--- src/rtl/addsub_serial.sv ---
// addsub_serial: digit-serial two's-complement adder/subtractor.
// Operands are consumed LSB-first, DIGIT bits per clock, behind a
// start/busy/done handshake. Subtraction uses A + ~B + 1, and the
// signed-overflow flag can optionally clamp the result.
module addsub_serial #(
    parameter int WIDTH    = 8,
    parameter int DIGIT    = 2,
    parameter int SATURATE = 0
) (
    input  logic             clk,
    input  logic             reset,
    input  logic             start,
    input  logic             sub,
    input  logic [WIDTH-1:0] A,
    input  logic [WIDTH-1:0] B,
    output logic             busy,
    output logic             done,
    output logic [WIDTH-1:0] SD,
    output logic             Co,
    output logic             Err
);

    localparam int NDIG = WIDTH / DIGIT;
    localparam int CW   = (NDIG > 1) ? $clog2(NDIG) : 1;

    typedef enum logic [1:0] {IDLE, RUN, DONE} state_t;

    state_t state, state_nxt;

    // Operand registers shift right, so the slice being processed is
    // always in the low DIGIT bits. The accumulator fills from the top.
    logic [WIDTH-1:0] a_q, bx_q, acc_q;
    logic             carry_q;
    logic [CW-1:0]    cnt_q;

    logic               accept;
    logic               last;
    logic [DIGIT:0]     ssum;
    logic               msb_cin;
    logic [WIDTH+DIGIT-1:0] acc_cat;
    logic [WIDTH-1:0]   acc_nxt;
    logic               ovf;

    // Clamp to the signed limit on overflow; the sign of A selects which
    // limit, since overflow always pushes the result away from A's sign.
    function automatic logic [WIDTH-1:0] sat_result(
        input logic [WIDTH-1:0] wrapped,
        input logic             overflow,
        input logic             a_msb
    );
        logic signed [WIDTH-1:0] smax;
        logic signed [WIDTH-1:0] smin;
        smax = {1'b0, {(WIDTH-1){1'b1}}};
        smin = {1'b1, {(WIDTH-1){1'b0}}};
        if ((SATURATE != 0) && overflow) begin
            return a_msb ? smin : smax;
        end
        return wrapped;
    endfunction

    assign accept  = start && ((state == IDLE) || (state == DONE));
    assign last    = (cnt_q == CW'(NDIG - 1));
    assign ssum    = {1'b0, a_q[DIGIT-1:0]} + {1'b0, bx_q[DIGIT-1:0]}
                   + {{DIGIT{1'b0}}, carry_q};
    // Carry into the word MSB, recovered from the top bit of the slice.
    assign msb_cin = a_q[DIGIT-1] ^ bx_q[DIGIT-1] ^ ssum[DIGIT-1];
    assign acc_cat = {ssum[DIGIT-1:0], acc_q};
    assign acc_nxt = acc_cat[WIDTH+DIGIT-1:DIGIT];
    assign ovf     = msb_cin ^ ssum[DIGIT];

    // State register.
    always_ff @(posedge clk) begin
        if (reset) begin
            state <= IDLE;
        end else begin
            state <= state_nxt;
        end
    end

    // Next-state logic and handshake outputs.
    always_comb begin
        state_nxt = state;
        busy      = 1'b0;
        done      = 1'b0;
        case (state)
            IDLE: begin
                if (start) state_nxt = RUN;
            end
            RUN: begin
                busy = 1'b1;
                if (last) state_nxt = DONE;
            end
            DONE: begin
                done      = 1'b1;
                state_nxt = start ? RUN : IDLE;
            end
            default: state_nxt = IDLE;
        endcase
    end

    // Operand latch and per-slice add with carry propagation.
    always_ff @(posedge clk) begin
        if (reset) begin
            a_q     <= '0;
            bx_q    <= '0;
            acc_q   <= '0;
            carry_q <= 1'b0;
            cnt_q   <= '0;
        end else if (accept) begin
            a_q     <= A;
            bx_q    <= sub ? ~B : B;
            acc_q   <= '0;
            carry_q <= sub;
            cnt_q   <= '0;
        end else if (state == RUN) begin
            a_q     <= a_q >> DIGIT;
            bx_q    <= bx_q >> DIGIT;
            acc_q   <= acc_nxt;
            carry_q <= ssum[DIGIT];
            cnt_q   <= cnt_q + CW'(1);
        end
    end

    // Result registers: only written on the edge that completes an
    // operation, so partial sums are never visible.
    always_ff @(posedge clk) begin
        if (reset) begin
            SD  <= '0;
            Co  <= 1'b0;
            Err <= 1'b0;
        end else if ((state == RUN) && last) begin
            SD  <= sat_result(acc_nxt, ovf, a_q[DIGIT-1]);
            Co  <= ssum[DIGIT];
            Err <= ovf;
        end
    end

endmodule
--- config.mk ---
export PLATFORM = sky130hd
export DESIGN_NAME = addsub_serial
export DESIGN_NICKNAME = d
export VERILOG_FILES = /design/src/rtl/addsub_serial.sv
export SDC_FILE = /design/constraint.sdc
export NUM_CORES = 1
export LEC_CHECK = 0
export ABC_AREA = 1
export BUFFER_PORTS_ARGS = -buffer_cell sky130_fd_sc_hd__clkbuf_2
export CAP_MARGIN = 20
export CORE_MARGIN = 1.5
export CORE_UTILIZATION = 40
export DETAILED_ROUTE_END_ITERATION = 16
export MAX_ROUTING_LAYER = met4
export PLACE_DENSITY_LB_ADDON = 0.08
export SETUP_SLACK_MARGIN = 0.2
export SKIP_CTS_REPAIR_TIMING = 1
export SLEW_MARGIN = 10
export SYNTH_ARGS = -nofsm -noshare
export SYNTH_HDL_FRONTEND = slang
export SYNTH_SLANG_ARGS = --single-unit
--- constraint.sdc ---
create_clock -name clk -period 2.9 [get_ports clk]
set_clock_uncertainty 0.2 [all_clocks]
set_input_delay 0.435 -clock clk [delete_from_list [all_inputs] [get_ports clk]]
set_output_delay 0.435 -clock clk [all_outputs]
set_load 0.005 [all_outputs]
== Word-level counts from Yosys, hierarchy flattened ==
Cells that the tools add are included.
Operators by class
  bitwise operators: 4
  multiplexer cells: 13
  reduce and logical (&&, ||, !) cells: 7
  add/subtract/negate cells: 3
  equal/unequal tests: 5
Operator list (count)
  $mux 8: 5
  $not 8->8: 1
  $pmux 2 s3: 1
  $mux 1: 5
  $eq 2x2->1 const B: 2
  $mux 2: 2
  $ne 2x2->1 const B: 2
  $add 2x2->3: 1
  $add 3x1->3: 1
  $xor 1x1->1: 3
  $add 2x1->2 const B: 1
  $eq 2x1->1 const B: 1
  $logic_and 1x1->1: 2
  $logic_not 2->1: 1
  $reduce_and 2->1: 1
  $reduce_bool 2->1: 1
  $reduce_or 2->1: 1
  $logic_or 1x1->1: 1
Storage, ports and cells
  logic and storage cells: 41
  flip-flop bits (word level): 39
  output and inout bits: 12
  input port bits: 20

== Depth between registers and ports, before layout ==
Gate-level depths: netlist (run 1).
  word-level depth: 4
  mapped depth: 10
  gate-level depth less buffers: 10

== Worst setup path after synthesis (run 1) ==
Ideal clock, no wire load.
  path kind: reg-to-reg
  start: register a_q[0]
  end: register Err
  cell stages (with the launch flop): 11
  slack: 0.963 ns
  data arrival time: 1.628 ns
  period minus slack after synthesis: 1.937 ns
  path buffers: 0
  setup time: 0.109 ns
  required time: 2.591 ns
  path through: dfxtp_1 inv_1 fa_1 fa_1 inv_1 nand2_1 nand2_1 nand2_1 nand3_1 nand2_1 inv_1
Between the ends
  longest elaborated chain between the ends: 4
Ends and longest elaborated chain
  start, declared: line 32  | logic [WIDTH-1:0] a_q, bx_q, acc_q;
  start signal, assigned: line 116  | a_q <= a_q >> DIGIT;
  $add 2x2->3 (*): line 63  | assign ssum = {1'b0, a_q[DIGIT-1:0]} + {1'b0, bx_q[DIGIT-1:0]}
  $add 3x1->3 (*): line 64  | + {{DIGIT{1'b0}}, carry_q};
  $xor 1x1->1: line 66  | assign msb_cin = a_q[DIGIT-1] ^ bx_q[DIGIT-1] ^ ssum[DIGIT-1];
  $xor 1x1->1 (*): line 69  | assign ovf = msb_cin ^ ssum[DIGIT];
  end signal, assigned: line 134  | Err <= ovf;
  end, declared: line 20  | output logic Err
Every way passes the cells marked *; elsewhere a longest branch is shown, timed or not.
A chain may end at the register's enable or synchronous reset.

== Worst setup path in the final report (run 1) ==
  start: register state[0]
  end: output port busy
Between the ends
  longest elaborated chain between the ends: 2
Ends and longest elaborated chain
  start, declared: line 28  | state_t state, state_nxt;
  start signal, assigned: line 76  | state <= state_nxt;
  $eq 2x1->1: line 85  | case (state)
  $mux 1: line 85
  end, declared: line 16  | output logic busy,
No other way between the ends.

==> impl_metrics.ini, run 1 <==
[sta]
setup_viol = 0
drv_slew = 0
setup_tns_ns = 0
finalHoldViolCount = 0
rsz0062_at_grt = no
fin_crit_ns = 2.16
fin_ws_ns = 0.744
max_freq_ghz = 0.464
slew_headroom_pct = 63.7
worstMarginPinSlew_ns = 0.543
timing.final.crit_share_pct = 74.3

[clocking]
numCtsBuffers = 5
path_clk_slew_ns = 0.07
cts_tree = yes
clock_path_buffers = 2
clock_latency_ns = 0.28
htree_levels = 2
root_buffer = clkbuf_8
cts_num_sinks = 37

[floorplan]
start_util_pct = 42.5
die-area_sq_um = 4750
rows = 23
io_pins = 32
die-width_um = 68.9
coreArea_sq_um = 4090
die_y_um = 68.9

[critical_path]
crit_type = register to output port
critPathArrivalTime_ns = 1.52
reg2regPathDepth = 10
timing.rr.start = a_q[0]
r2r_setup_slack_ns = 0.84
crit_fanout = 12
worstSetupEndpointType = output port
cp.required_ns = 2.27
r2r-end = Err
critPathLaunchType = register

[synthesis]
syn_area_per_cell_sq_um = 7.01
syn-num-nets = 272
syn-cell-area_sq_um = 1740
synth-seq-area-share_pct = 42.6
syn_inst = 248
ys_warn_count = 0
ys_ff_latch = 37
yosysUniqueCellTypes = 22

[finish]
nets = 301
syn2layout_area_growth_pct = 14.4
num-fill-cells = 454
insertedDiodeCount = 0
drive_above_1_share_pct = 17.3

[power]
power_uw = 1050
peakVddDrop_uv = 379
power_leakage_uw = 0.000937
p_per_area_nw_per_um2 = 530

[placement]
io_buffers = 31
dp_slack_ns = 0.850
dpl.hpwl_mm = 2.51
gp_congestion = 0.746

[drt]
post_drt_wl_per_cell_um = 11.0
ant_nets = 0
vias = 1543
first_pass_iters = 4
drtIter0Drc = 78
wl_mm = 3.62
drc_errors = 0
avgViaCountPerCell = 4.70

[worst_hold_path]
hold_end = a_q[7]
hold_path_startpoint = A[7]
holdCritPathClass = input pin to register
min_path_cells = 3

[global_route]
grt-ovfl-total = 0
grt_use_total_pct = 17.7
antenna_found_initial = 0
grt_max_degree = 24
grt_pass1_vias = 1352
grt_pass1_wl_mm = 6.04

[status]
outcome = completed

[run]
max-cap-violations = 0
## power breakdown
part	total (uW)	switching [uW]	internal, uW
registers	553	18.6	535
logic	157	97.9	58.9
clock network	343	176	167
## critical path, stage by stage, from the launching register on
cell	delay, ns
dfxtp_1	0.66
nand2_2	0.10
inv_1	0.29
clkbuf_2	0.18
## cells in the mapped netlist, drive strengths merged
library cell,instances,area (sq um)
nor2,19,81.3
clkbuf,3,11.3
nor3,2,10.0
o21ai,8,40.0
a21oi,30,150
fa,2,40.0
ha,2,25.0
xor2,1,8.76
buf,8,53.8
nand3,35,188
dfxtp,37,741
inv,34,128
nand2,65,249
or2,2,12.5
## cells in the final DEF (no fill, tap or decap), drive strengths merged
master,n
nand2,65
buf,2
inv,34
nor3,2
fa,2
nor2,19
xor2,1
nand3,35
o21ai,8
clkinv,2
a21oi,30
dfxtp,37
or2,2
ha,2
clkbuf,37
## logic make-up after synthesis
logic type,after synthesis,synth area share [%]
flops,37,42.6
xor+xnor,1,0.504
fa+ha+maj,4,3.74
simple gates,123,31.1
buf+inv,45,11.1
compound gates,38,10.9
## area by class of cell
| type | instances | area, sq um | area share, % |
|---|---|---|---|
| multi-input combinational | 166 | 805 | 40.5 |
| sequential | 37 | 741 | 37.3 |
| timing repair buffer | 33 | 170 | 8.56 |
| inverter | 34 | 128 | 6.42 |
| clock buffer | 6 | 72.6 | 3.65 |
| tap | 50 | 62.6 | 3.15 |
| clock inverter | 2 | 10.0 | 0.503 |
## metrics by stage
step / utilization (%) / cells / hold slack (ns) / cell area [sq um]
after floorplan: - / 248 / 0.219 / 1740
after global placement: 46.6 / 320 / 0.245 / 1910
after detailed placement: 46.6 / 320 / 0.243 / 1910
after CTS: 48.7 / 328 / 0.168 / 1990
after global routing: 48.7 / 328 / 0.204 / 1990
final: 48.7 / 328 / 0.171 / 1990
## worst max path at each step
stage	from	end	slack (ns)	cells past startpoint
2_1_floorplan	a_q[0]	Err	0.96	10
3_3_place_gp	a_q[0]	Err	0.90	10
3_5_place_dp	a_q[0]	Err	0.85	10
4_1_cts	state[0]	busy	0.71	3
5_1_grt	state[0]	busy	0.62	3
6_report	state[0]	busy	0.74	3
## per-layer routing
metal | global-route usage, % | up-vias | share of wire [%]
met5 | - | - | 0
met4 | 6.13 | 0 | 1.7
met3 | 3.90 | 6 | 2.8
met2 | 27.0 | 23 | 43
met1 | 23.2 | 679 | 53
li1 | - | 835 | -
## registers in the layout, summed over array words and instances, names as in the netlist
name     count
state        2
a_q          8
carry_q      1
SD           8
bx_q         8
Co           1
Err          1
cnt_q        2
acc_q        6
(Power assumes the default switching activity.)
==> inputs of run 2 (changes only) <==
- clock period: 2.9 -> 2.1 ns (I/O delays scaled with it)
==> run 2 against run 1 <==
Core utilization grew 1.4 points. Worst hold slack lost 0.12 ns. Sequential power grew 38%. Via count grew 3.6%. Die area is the same. Sequential share of layout area shrank 0.80 points. Non-clock buffer count grew 6. Power grew 41%. Critical path type is now register to register. Largest power group unchanged. Highest routed layer unchanged.
==> impl_metrics.ini, run 2 (same netlist as run 1, synthesis figures left out) <==
[finish]
final_cells = 334
layout_common_cells = nand2_1 (63), dfxtp_1 (33), nand3_1 (33), clkbuf_2 (31), a21oi_1 (30)
largestRegisters = SD: 8 flops, a_q: 8 flops, bx_q: 8 flops
nets = 307
num-fill-cells = 438
insertedDiodeCount = 0
mostFrequentLayoutCell = nand2_1
utilization_pct = 50.1
drive_above_1_share_pct = 22.2
syn2layout_area_growth_pct = 17.7

[power]
p_per_area_nw_per_um2 = 727
peakVddDrop_uv = 312
p_clk_share_pct = 32.4
seqPwrFrac_pct = 51.2
switching_share_pct = 28.3
combPwrFrac_pct = 16.4
power_leakage_uw = 0.000965
internal_power_uw = 1070
p_sw_uw = 420

[floorplan]
die-area_sq_um = 4750
die_y_um = 68.9
rows = 23
start_util_pct = 42.5
coreArea_sq_um = 4090
io_pins = 32
die-width_um = 68.9

[worst_hold_path]
holdCritPathClass = input pin to register
hold_path_startpoint = A[7]
hold_end = a_q[7]
min_path_cells = 3

[critical_path]
timing.rr.start = a_q[0]
crit_path_start = a_q[0]
critPathLaunchType = register
path_common_cell = nand2_1
path_cells = inv_2, fa_2, fa_1, inv_1, nand2_1, nand2_1, nand2_1, nand3_2, nand2_1, inv_1
slowest_stage = fa_1
r2r-end = Err
crit_fanout = 3
path_buf_inv = 3
critPathTopFamily = adder cells
reg2regPathDepth = 10
r2r_setup_slack_ns = 0.11
worstSetupEndpointType = register
crit_type = register to register
critPathMaxStageDelay_ns = 0.54
critPathArrivalTime_ns = 1.98
cp.required_ns = 2.09

[clocking]
clock_path_buffers = 2
numCtsBuffers = 5
root_buffer = clkbuf_8
htree_levels = 2
clock_latency_ns = 0.29
cts_tree = yes
cts_num_sinks = 37
path_clk_slew_ns = 0.07

[sta]
setup_viol = 0
rsz0062_at_grt = yes
setup_tns_ns = 0
drv_slew = 0
finalHoldViolCount = 0
timing.final.crit_share_pct = 94.8
worstMarginPinSlew_ns = 0.405
fin_ws_ns = 0.110
slew_headroom_pct = 72.9
max_freq_ghz = 0.502
fin_crit_ns = 1.99

[global_route]
grt_use_total_pct = 18.1
grt_pass1_vias = 1363
grt-ovfl-total = 0
antenna_found_initial = 0
grt_max_degree = 14
grt_pass1_wl_mm = 6.13

[drt]
ant_nets = 0
drtIter0Drc = 86
vias = 1598
first_pass_iters = 4
drc_errors = 0
avgViaCountPerCell = 4.78
post_drt_wl_per_cell_um = 11.3
wl_mm = 3.77

[status]
outcome = completed

[placement]
io_buffers = 31
dp_cells = 325
dpl.hpwl_mm = 2.75
dp_slack_ns = 0.0905
gp_congestion = 0.798

[run]
max-cap-violations = 0
[run 2: cell count changes in the layout (fill, tap and decap cells not counted), sizes merged]
cell and delta:
buf +6
[run 2: power groups by stage]
stage / clock network [uW] / registers (uW) / logic, uW
global route: 520 / 767 / 280
finish: 482 / 762 / 243
floorplan: 0 / 770 / 171
detailed placement: 0 / 777 / 235
global placement: 0 / 777 / 234
CTS: 492 / 761 / 236
[run 2: worst max-delay path by stage]
| stage | cells past startpoint | end | slack, ns |
|---|---|---|---|
| 2_1_floorplan | 10 | Err | 0.19 |
| 3_3_place_gp | 10 | Err | 0.14 |
| 3_5_place_dp | 10 | Err | 0.09 |
| 4_1_cts | 10 | Err | 0.08 |
| 5_1_grt | 10 | Err | -0.02 |
| 6_report | 10 | Err | 0.11 |
[run 2: worst register-to-register path, cell delays in order (launching register included)]
cell and delay [ns]:
dfxtp_2 0.34, inv_2 0.04, fa_2 0.37, fa_1 0.54, inv_1 0.07, nand2_1 0.08, nand2_1 0.05, nand2_1 0.06
nand3_2 0.06, nand2_1 0.06, inv_1 0.03
[run 2: cell type report]
class	instances	area, sq um	area share, %
flip-flops and latches	37	746	36.5
multi-input cells	166	812	39.7
inverters	34	128	6.24
clock inverters	2	10.0	0.489
clock buffers	6	72.6	3.55
repair buffers	39	215	10.5
well taps	50	62.6	3.06
[run 2: layer usage]
layer | vias up | GRT usage (%) | share of wire [%]
met5 | - | - | 0
met4 | 0 | 5.88 | 1.4
met3 | 8 | 3.90 | 3.3
met2 | 21 | 26.9 | 42
met1 | 722 | 24.4 | 53
li1 | 847 | - | -
[run 2: metrics by stage]
stage | total power, uW | hold WS, ns | cell area [sq um]
3_3_place_gp | 1010 | 0.232 | 1950
2_1_floorplan | 941 | 0.199 | 1740
5_1_grt | 1570 | 0.0688 | 2050
3_5_place_dp | 1010 | 0.233 | 1950
6_report | 1490 | 0.0493 | 2050
4_1_cts | 1490 | 0.0476 | 2030
